### src/rtl/id_stage_pkg.sv
// Shared decode definitions for the ID stage: ALU op codes, MIPS opcode/funct
// constants, instruction field accessors and the ID/EX bundle type.
package id_stage_pkg;

    typedef enum logic [5:0] {
        ALU_NONE = 6'd0,
        ALU_ADD  = 6'd1,
        ALU_SUB  = 6'd2,
        ALU_AND  = 6'd3,
        ALU_OR   = 6'd4,
        ALU_XOR  = 6'd5,
        ALU_SLT  = 6'd6,
        ALU_MOVZ = 6'd7,
        ALU_SLL  = 6'd8,
        ALU_BNE  = 6'd9,
        ALU_J    = 6'd10
    } alu_op_e;

    localparam logic [5:0] OP_RTYPE = 6'h00;
    localparam logic [5:0] OP_J     = 6'h02;
    localparam logic [5:0] OP_BNE   = 6'h05;
    localparam logic [5:0] OP_ADDI  = 6'h08;
    localparam logic [5:0] OP_LW    = 6'h23;
    localparam logic [5:0] OP_SW    = 6'h2B;

    localparam logic [5:0] FN_SLL  = 6'h00;
    localparam logic [5:0] FN_MOVZ = 6'h0A;
    localparam logic [5:0] FN_ADD  = 6'h20;
    localparam logic [5:0] FN_SUB  = 6'h22;
    localparam logic [5:0] FN_AND  = 6'h24;
    localparam logic [5:0] FN_OR   = 6'h25;
    localparam logic [5:0] FN_XOR  = 6'h26;
    localparam logic [5:0] FN_SLT  = 6'h2A;

    function automatic logic [5:0] f_opcode(input logic [31:0] i); return i[31:26]; endfunction
    function automatic logic [4:0] f_rs    (input logic [31:0] i); return i[25:21]; endfunction
    function automatic logic [4:0] f_rt    (input logic [31:0] i); return i[20:16]; endfunction
    function automatic logic [4:0] f_rd    (input logic [31:0] i); return i[15:11]; endfunction
    function automatic logic [4:0] f_shamt (input logic [31:0] i); return i[10:6];  endfunction
    function automatic logic [5:0] f_funct (input logic [31:0] i); return i[5:0];   endfunction
    function automatic logic [31:0] f_sext_imm(input logic [31:0] i);
        return {{16{i[15]}}, i[15:0]};
    endfunction

    typedef struct packed {
        logic        valid;
        alu_op_e     alu_op;
        logic [31:0] op_a;
        logic [31:0] op_b;
        logic [31:0] imm;
        logic [31:0] store_data;
        logic [31:0] pc_plus4;
        logic [4:0]  wb_reg;
        logic        reg_write;
        logic        mem_read;
        logic        mem_write;
        logic        branch;
        logic        jump;
        logic        illegal;
    } idex_t;

    localparam idex_t IDEX_BUBBLE = '0;

endpackage

### src/rtl/id_decoder.sv
// Stateless instruction decoder: maps an instruction plus register reads to the
// ID/EX bundle and reports which source registers the instruction consumes.
module id_decoder
    import id_stage_pkg::*;
(
    input  logic [31:0] instr,
    input  logic [31:0] pc_plus4,
    input  logic [31:0] rs_data,
    input  logic [31:0] rt_data,
    output idex_t       dec,
    output logic        uses_rs,
    output logic        uses_rt
);

    logic [31:0] imm_sext;
    assign imm_sext = f_sext_imm(instr);

    // NOTE: every output gets a default before the case so no path can infer a latch.
    always_comb begin
        dec            = IDEX_BUBBLE;
        dec.valid      = 1'b1;
        dec.imm        = imm_sext;
        dec.pc_plus4   = pc_plus4;
        dec.store_data = rt_data;
        uses_rs        = 1'b0;
        uses_rt        = 1'b0;

        unique case (f_opcode(instr))
            OP_RTYPE: begin
                dec.op_a      = rs_data;
                dec.op_b      = rt_data;
                dec.wb_reg    = f_rd(instr);
                dec.reg_write = 1'b1;
                uses_rs       = 1'b1;
                uses_rt       = 1'b1;
                unique case (f_funct(instr))
                    FN_ADD:  dec.alu_op = ALU_ADD;
                    FN_SUB:  dec.alu_op = ALU_SUB;
                    FN_AND:  dec.alu_op = ALU_AND;
                    FN_OR:   dec.alu_op = ALU_OR;
                    FN_XOR:  dec.alu_op = ALU_XOR;
                    FN_SLT:  dec.alu_op = ALU_SLT;
                    FN_MOVZ: dec.alu_op = ALU_MOVZ;
                    FN_SLL: begin
                        dec.alu_op = ALU_SLL;
                        dec.op_a   = rt_data;
                        dec.op_b   = {27'b0, f_shamt(instr)};
                        uses_rs    = 1'b0;
                    end
                    default: begin
                        dec.op_a      = '0;
                        dec.op_b      = '0;
                        dec.wb_reg    = '0;
                        dec.reg_write = 1'b0;
                        dec.illegal   = 1'b1;
                        uses_rs       = 1'b0;
                        uses_rt       = 1'b0;
                    end
                endcase
            end
            OP_ADDI, OP_LW, OP_SW: begin
                dec.alu_op = ALU_ADD;
                dec.op_a   = rs_data;
                dec.op_b   = imm_sext;
                dec.wb_reg = f_rt(instr);
                uses_rs    = 1'b1;
                if (f_opcode(instr) == OP_SW) begin
                    dec.mem_write = 1'b1;
                    uses_rt       = 1'b1;
                end else begin
                    dec.reg_write = 1'b1;
                    dec.mem_read  = (f_opcode(instr) == OP_LW);
                end
            end
            OP_BNE: begin
                dec.alu_op = ALU_BNE;
                dec.op_a   = rs_data;
                dec.op_b   = rt_data;
                dec.branch = 1'b1;
                uses_rs    = 1'b1;
                uses_rt    = 1'b1;
            end
            OP_J: begin
                dec.alu_op = ALU_J;
                dec.op_a   = pc_plus4;
                dec.op_b   = {6'b0, instr[25:0]};
                dec.jump   = 1'b1;
            end
            default: dec.illegal = 1'b1;
        endcase

        // Writes to $0 are discarded, which turns the all-zero word into a NOP.
        if (dec.wb_reg == 5'd0)
            dec.reg_write = 1'b0;
    end

endmodule

### src/rtl/id_stage.sv
// ID stage with ID/EX pipeline register, load-use stall and EX flush.
// Load-use detection is built only when HAZARD_DETECT_EN is defined.
module id_stage
    import id_stage_pkg::*;
(
    input  logic        clk,
    input  logic        rst_n,
    input  logic        id_valid,
    input  logic [31:0] id_instr,
    input  logic [31:0] id_pc_plus4,
    input  logic [31:0] id_rs_data,
    input  logic [31:0] id_rt_data,
    input  logic        ex_flush,
    output logic        id_stall,
    output logic        ex_valid,
    output logic [5:0]  ex_alu_op,
    output logic [31:0] ex_op_a,
    output logic [31:0] ex_op_b,
    output logic [31:0] ex_imm,
    output logic [31:0] ex_store_data,
    output logic [31:0] ex_pc_plus4,
    output logic [4:0]  ex_wb_reg,
    output logic        ex_reg_write,
    output logic        ex_mem_read,
    output logic        ex_mem_write,
    output logic        ex_branch,
    output logic        ex_jump,
    output logic        ex_illegal
);

    idex_t dec;
    idex_t idex_q;
    logic  uses_rs;
    logic  uses_rt;

    id_decoder u_decoder (
        .instr    (id_instr),
        .pc_plus4 (id_pc_plus4),
        .rs_data  (id_rs_data),
        .rt_data  (id_rt_data),
        .dec      (dec),
        .uses_rs  (uses_rs),
        .uses_rt  (uses_rt)
    );

`ifdef HAZARD_DETECT_EN
    logic src_match;
    assign src_match = (uses_rs && (f_rs(id_instr) == idex_q.wb_reg)) ||
                       (uses_rt && (f_rt(id_instr) == idex_q.wb_reg));
    assign id_stall  = idex_q.valid && idex_q.mem_read && id_valid &&
                       (idex_q.wb_reg != 5'd0) && src_match;
`else
    logic unused_src_flags;
    assign unused_src_flags = uses_rs ^ uses_rt;
    assign id_stall         = 1'b0;
`endif

    // NOTE: non-blocking assignments for all state; the async reset clears the whole bundle.
    always_ff @(posedge clk or negedge rst_n) begin
        if (!rst_n) begin
            idex_q <= IDEX_BUBBLE;
        end else if (ex_flush || id_stall || !id_valid) begin
            idex_q <= IDEX_BUBBLE;
        end else begin
            idex_q <= dec;
        end
    end

    assign ex_valid      = idex_q.valid;
    assign ex_alu_op     = idex_q.alu_op;
    assign ex_op_a       = idex_q.op_a;
    assign ex_op_b       = idex_q.op_b;
    assign ex_imm        = idex_q.imm;
    assign ex_store_data = idex_q.store_data;
    assign ex_pc_plus4   = idex_q.pc_plus4;
    assign ex_wb_reg     = idex_q.wb_reg;
    assign ex_reg_write  = idex_q.reg_write;
    assign ex_mem_read   = idex_q.mem_read;
    assign ex_mem_write  = idex_q.mem_write;
    assign ex_branch     = idex_q.branch;
    assign ex_jump       = idex_q.jump;
    assign ex_illegal    = idex_q.illegal;

endmodule

### config.mk
export PLATFORM = sky130hd
export DESIGN_NAME = id_stage
export DESIGN_NICKNAME = d
export VERILOG_FILES = /design/src/rtl/id_stage_pkg.sv /design/src/rtl/id_decoder.sv /design/src/rtl/id_stage.sv
export SDC_FILE = /design/constraint.sdc
export NUM_CORES = 1
export LEC_CHECK = 0
export ABC_CLOCK_PERIOD_IN_PS = 800
export BUFFER_PORTS_ARGS = -buffer_cell sky130_fd_sc_hd__buf_2
export CORE_MARGIN = 2
export CORE_UTILIZATION = 50
export CTS_CLUSTER_SIZE = 25
export DETAILED_ROUTE_END_ITERATION = 10
export HOLD_SLACK_MARGIN = 0.08
export PLACE_DENSITY = 0.81
export SYNTH_ARGS = -nofsm -noshare
export SYNTH_HDL_FRONTEND = slang
export SYNTH_HIERARCHICAL = 1
export SYNTH_SLANG_ARGS = --single-unit
### constraint.sdc
create_clock -name clk -period 0.8 [get_ports clk]
set_input_delay 0.12 -clock clk [delete_from_list [all_inputs] [get_ports clk]]
set_output_delay 0.12 -clock clk [all_outputs]
set_load 0.02 [all_outputs]
; Word level (Yosys, flattened, before mapping)
; Cells that the tools add are included.
[word_totals]
regBits = 178
input_bits = 132
output_inout_bits = 179
word_cells = 49
[op_classes]
eq_ne = 12
mux = 14
n_reduce_logical = 9
[ops]
columns = operator, count
row1 = 68-bit case mux with 4 select lines, 1
row2 = 178-bit 2-to-1 mux, 1
row3 = 64-bit case mux with 2 select lines, 1
row4 = "6-bit equality test, second input constant", 8
row5 = 4-bit case mux with 8 select lines, 1
row6 = "6-bit by 4-bit equality test with 1-bit output, second input constant", 2
row7 = 6-bit zero test, 2
row8 = 6-bit case mux with 2 select lines, 1
row9 = 8-bit OR reduction, 1
row10 = 7-bit OR reduction, 1
row11 = "6-bit by 2-bit equality test with 1-bit output, second input constant", 1
row12 = "6-bit by 3-bit equality test with 1-bit output, second input constant", 1
row13 = 6-bit 2-to-1 mux, 1
row14 = 5-bit zero test, 1
row15 = 1-bit 2-to-1 mux, 5
row16 = 5-bit OR reduction, 1
row17 = 2-bit 2-to-1 mux, 2
row18 = 3-bit OR reduction, 1
row19 = 1-bit case mux with 2 select lines, 1
row20 = 1-bit zero test, 1
row21 = 1-bit logical OR, 1

; Depth between registers and ports, before layout
; Gate-level depths: netlist (run 1).
[logic_depth]
depth_word = 7
mapped_depth = 8
depth_no_buf = 6

; By module
; The synthesis (run 1) kept the hierarchy.
[by_module_without_submodules]
columns = module, instances, cells_per_inst, area_per_inst_um2, seq_area_each_um2
row1 = id_stage, 1, 396, 6212.2, 4454.3
row2 = id_decoder, 1, 311, 2098.3, 0.0

; Worst setup path after synthesis (run 1)
; No wires, ideal clock.
[synth_timing]
kind = input -> register
startpoint = in id_instr[31]
endpoint = reg idex_q, in the netlist ex_op_b[10]
setup_time_ns = 0.066
arrival_ns = 1.712
required_ns = 0.734
slack_ns = -0.979
path_stages = 7
path_buffers = 2
path_cell_list = or4b_4 -> a211oi_4 -> or2_1 -> buf_4 -> buf_6 -> a22o_1 -> and3b_1
[synth_rtl]
columns = element, line_no
row1 = from (decl), id_stage.sv:9  ; input logic [31:0] id_instr,
row2 = to (signal assigned), id_stage.sv:61  ; idex_q <= IDEX_BUBBLE;
row3 = to (signal assigned), id_stage.sv:63  ; idex_q <= IDEX_BUBBLE;
row4 = to (signal assigned), id_stage.sv:65  ; idex_q <= dec;
row5 = to (decl), id_stage.sv:32  ; idex_t idex_q;

==> impl_metrics.json, run 1 <==
{
  "overflow": 0,
  "dp_cells": 1154,
  "design_area_um2": 12900,
  "setup_viol": 255,
  "gp_congestion": 0.912,
  "crit_required_ns": 1.16,
  "instances_no_fill": 1288,
  "start_util_pct": 50.6,
  "drv_cap": 0,
  "antenna_found_initial": 0,
  "grt_max_degree": 69,
  "cellPowerDensity_nw_per_um2": 1590,
  "dieArea_um2": 17600,
  "holdBufCountCts": 85,
  "cts_tree": "built",
  "critPathMaxFanout": 16,
  "clk_pin_slew_ns": 0.07,
  "hold_class": "primary input to flop",
  "wirelength_mm": 29.2,
  "period_needed_ns": 1.57,
  "htree_levels": 4,
  "grt_pass1_vias": 7753,
  "finalHoldWorstSlack_ns": 0.0646,
  "fillers": 883,
  "drt_iter0_markers": 582,
  "core_area_um2": 16400,
  "ir_worst_vdd_mv": 1.37,
  "critPathLaunchType": "primary input",
  "io_pins": 311,
  "syn2layout_area_growth_pct": 55.6,
  "n_antenna_cell": 0,
  "p_leak_nw": 7.19,
  "status": "finished, violations left",
  "grt_setup_unrepaired": "yes",
  "cp_data_arrival_time_ns": 1.93,
  "grt_pass1_wl_mm": 44.1,
  "clock-sinks": 178,
  "critPathKind": "primary input to flop",
  "dr.pass1.iters": 8,
  "utilization_pct": 78.7,
  "tightest_slew_ns": 0.530,
  "viasPerCell": 5.53,
  "fp.dieH_um": 133,
  "max_freq_ghz": 0.636,
  "netlist_area_um2": 8300,
  "io_buffers": 309,
  "track_usage_pct": 32.8,
  "clockBufferDepth": 2,
  "fin_ws_ns": -0.773,
  "violations": "DRC, setup timing",
  "syn_inst": 705,
  "drcViolationCount": 1,
  "finalSetupTns_ns": -96.77,
  "drive_above_1_share_pct": 45.0,
  "nNetsFinal": 1187,
  "cts_root_buf": "clkbuf_16",
  "wl_per_cell_um": 22.6,
  "end_kind": "flop",
  "cts_buffers": 17,
  "vias": 7119,
  "syn_area_per_cell_um2": 11.8,
  "fin_crit_sh_pct": 197,
  "fp.dieW_um": 133,
  "hold_viol_final": 0,
  "most-common-layout-cells": "buf_6, and3b_1, dfrtp_1",
  "dp_hpwl_mm": 16.6,
  "rows": 47,
  "ant_nets": 0,
  "ys_warn_count": 6,
  "slew_headroom_pct": 64.5,
  "place_area_um2": 9940,
  "drv_slew": 0,
  "layout_commonest_cell": "buf_6"
}
metrics by stage:
step / power [mW] / worst slack (ns)
after floorplan: 10.7 / -0.937
after global placement: 11.7 / -1.16
after detailed placement: 11.8 / -1.16
after CTS: 20.5 / -0.680
after global routing: 21.3 / -0.755
final: 20.6 / -0.773
routing by layer:
layer	vias up	track usage, %	part of all wire (%)	wire, µm
met5	-	0	0	0
met2	420	57.4	52	15100
met4	0	14.1	3.6	1050
li1	3076	-	-	-
met3	89	7.43	7.5	2190
met1	3534	38.9	37	10800
cell type report:
cell class,instances,area [µm²],area share [%]
clock buffer,19,433,3.35
clock inverter,13,126,0.978
inverter,35,136,1.06
multi-input combinational,337,2950,22.9
sequential,178,4450,34.5
tap,220,275,2.13
timing repair buffer,486,4540,35.1
worst paths after layout:
kind	start	to	slack (ns)	cells past startpoint
max in group asynchronous	rst_n	ex_imm[3]$_DFF_PN0_	0.18	3
setup / recovery	id_instr[26]	ex_op_a[29]$_DFF_PN0_	-0.77	8
hold / removal	id_instr[23]	ex_op_b[23]$_DFF_PN0_	0.06	3
min in group asynchronous	rst_n	ex_store_data[19]$_DFF_PN0_	0.10	2
power breakdown:
part           leakage, nW  internal (mW)  total, mW  switching, mW
Combinational         4.48           1.57       3.15           1.58
Clock                0.272           4.36       8.11           3.75
Sequential            2.43           9.22       9.35          0.127
repair_timing:
action,CTS,global route
setup buffers,7,7
pin swaps,9,10
endpoints found under the setup margin,254,255
resized for setup,404,21
hold endpoints to repair,268,4
gates cloned,3,0
worst max-delay path: stages:
cell and delay, ns:
buf_6 0.10, or4b_4 0.56, a211oi_4 0.37, buf_6 0.17, a211oi_4 0.07, buf_12 0.19
o21ai_2 0.13, and3b_1 0.20
Power figures use the tool's default switching activity.
==> run 2, diff against run 1 <==
Settings changed: SKIP_LAST_GASP set to 1, TNS_END_PERCENT set to 5.
==> impl_metrics.json, run 2 (synthesis results as in run 1) <==
{
  "fp.dieH_um": 133,
  "finalHoldWorstSlack_ns": 0.0747,
  "io_pins": 311,
  "critPathMaxFanout": 8,
  "period_needed_ns": 1.54,
  "grt_setup_unrepaired": "yes",
  "clk_pin_slew_ns": 0.07,
  "fin_crit_sh_pct": 192,
  "worstPathCellList": "buf_6 > buf_6 > or4_4 > nor4_2 > buf_4 > buf_12 > a22oi_2 > o21ai_2 > and3b_1",
  "end_kind": "flop",
  "hold_viol_final": 0,
  "cts_buffers": 17,
  "nNetsFinal": 1170,
  "wl_per_cell_um": 20.0,
  "cts_tree": "built",
  "slowest_delay_ns": 0.51,
  "hold_class": "primary input to flop",
  "fin_ws_ns": -0.738,
  "drv_slew": 0,
  "setup_viol": 256,
  "holdBufCountCts": 81,
  "layout_commonest_cell": "buf_2",
  "ir_worst_vdd_mv": 1.34,
  "grt_pass1_wl_mm": 38.8,
  "hold_depth": 3,
  "fillers": 1169,
  "worst-path-buf-inv": 4,
  "gp_congestion": 0.884,
  "vias": 6812,
  "cellPowerDensity_nw_per_um2": 1780,
  "cts_root_buf": "clkbuf_16",
  "place_area_um2": 9860,
  "p_leak_nw": 6.87,
  "fp.dieW_um": 133,
  "cp_data_arrival_time_ns": 1.90,
  "worst_path_most_repeated_cell": "buf_6",
  "clockBufferDepth": 2,
  "grt_max_degree": 78,
  "syn2layout_area_growth_pct": 38.4,
  "crit_cells": 9,
  "dp_cells": 1152,
  "most-common-layout-cells": "buf_2, and3b_1, dfrtp_1",
  "wirelength_mm": 25.5,
  "crit_required_ns": 1.16,
  "htree_levels": 4,
  "crit_family": "simple AND/OR/NAND/NOR gates",
  "violations": "setup timing",
  "overflow": 0,
  "start_util_pct": 50.6,
  "dieArea_um2": 17600,
  "critPathLaunchType": "primary input",
  "instances_no_fill": 1274,
  "dr.pass1.iters": 5,
  "drt_iter0_markers": 465,
  "critPathKind": "primary input to flop",
  "drv_cap": 0,
  "rows": 47,
  "clock-sinks": 178,
  "design_area_um2": 11500,
  "dp_hpwl_mm": 16.8,
  "crit_slowest_cell": "or4_4",
  "core_area_um2": 16400,
  "drcViolationCount": 0,
  "max_freq_ghz": 0.650,
  "grt_pass1_vias": 6949,
  "viasPerCell": 5.35,
  "io_buffers": 309,
  "status": "finished, violations left",
  "antenna_found_initial": 4,
  "drive_above_1_share_pct": 42.8,
  "ant_nets": 0,
  "track_usage_pct": 28.8
}
## run 2: cell types whose count changed in the layout (fill, tap and decap cells not counted), sizes merged
| cell | before | now |
|---|---|---|
| inv | 39 | 43 |
| buf | 399 | 386 |
| diode | 0 | 3 |
| dlygate4sd3 | 85 | 81 |
| clkbuf | 21 | 19 |
| clkinv | 6 | 5 |
| clkinvlp | 2 | 1 |
## run 2: layout make-up
cell class	count	area, µm²	share of cell area (%)
Antenna cell	3	7.51	0.0653
Clock buffer	17	425	3.70
Clock inverter	15	181	1.58
Inverter	35	131	1.14
Multi-Input combinational cell	337	2800	24.4
Sequential cell	178	4450	38.8
Tap cell	220	275	2.40
Timing Repair Buffer	469	3210	28.0
## run 2: power breakdown
part / leakage (nW) / switching [mW] / internal (mW)
combinational: 4.14 / 1.45 / 1.22
sequential: 2.43 / 0.0627 / 9.21
clock: 0.296 / 4.00 / 4.51
total: 6.87 / 5.52 / 14.9
## run 2: tightest hold or removal path, stage by stage
cell	delay (ns)
buf_2	0.08
a221o_1	0.12
and3b_1	0.15
## run 2: timing repair
| item | 4_1_cts | 5_1_grt |
|---|---|---|
| endpoints found under the hold margin | 267 | 1 |
| pin swaps | 4 | 7 |
| gates cloned | 1 | 1 |
| resized for setup | 18 | 35 |
| endpoints found under the setup margin | 255 | 256 |
| setup buffers | 3 | 2 |
## run 2: metrics by stage
stage / setup TNS, ns / setup WS, ns / utilization, % / total power, mW
floorplan: -65.37 / -0.941 / - / 10.7
global placement: -80.74 / -1.13 / 60.1 / 11.7
detailed placement: -86.90 / -1.23 / 60.1 / 11.7
CTS: -94.27 / -0.632 / 69.3 / 20.5
global route: -105.08 / -0.750 / 70.0 / 21.2
finish: -95.60 / -0.738 / 70.0 / 20.5
## run 2: worst paths after layout
kind / from / to
worst max-delay path: id_instr[26] / ex_op_a[30]$_DFF_PN0_
min in group asynchronous: rst_n / ex_jump$_DFF_PN0_
worst min-delay path: id_instr[22] / ex_op_b[22]$_DFF_PN0_
max in group asynchronous: rst_n / ex_op_b[30]$_DFF_PN0_
## run 2: metal layers
| layer | GRT usage, % | share of wire [%] | up-vias |
|---|---|---|---|
| met2 | 48.1 | 49 | 366 |
| met5 | 0 | 0 | - |
| met3 | 7.62 | 7.6 | 64 |
| li1 | - | - | 3040 |
| met1 | 35.3 | 39 | 3342 |
| met4 | 12.5 | 3.7 | 0 |
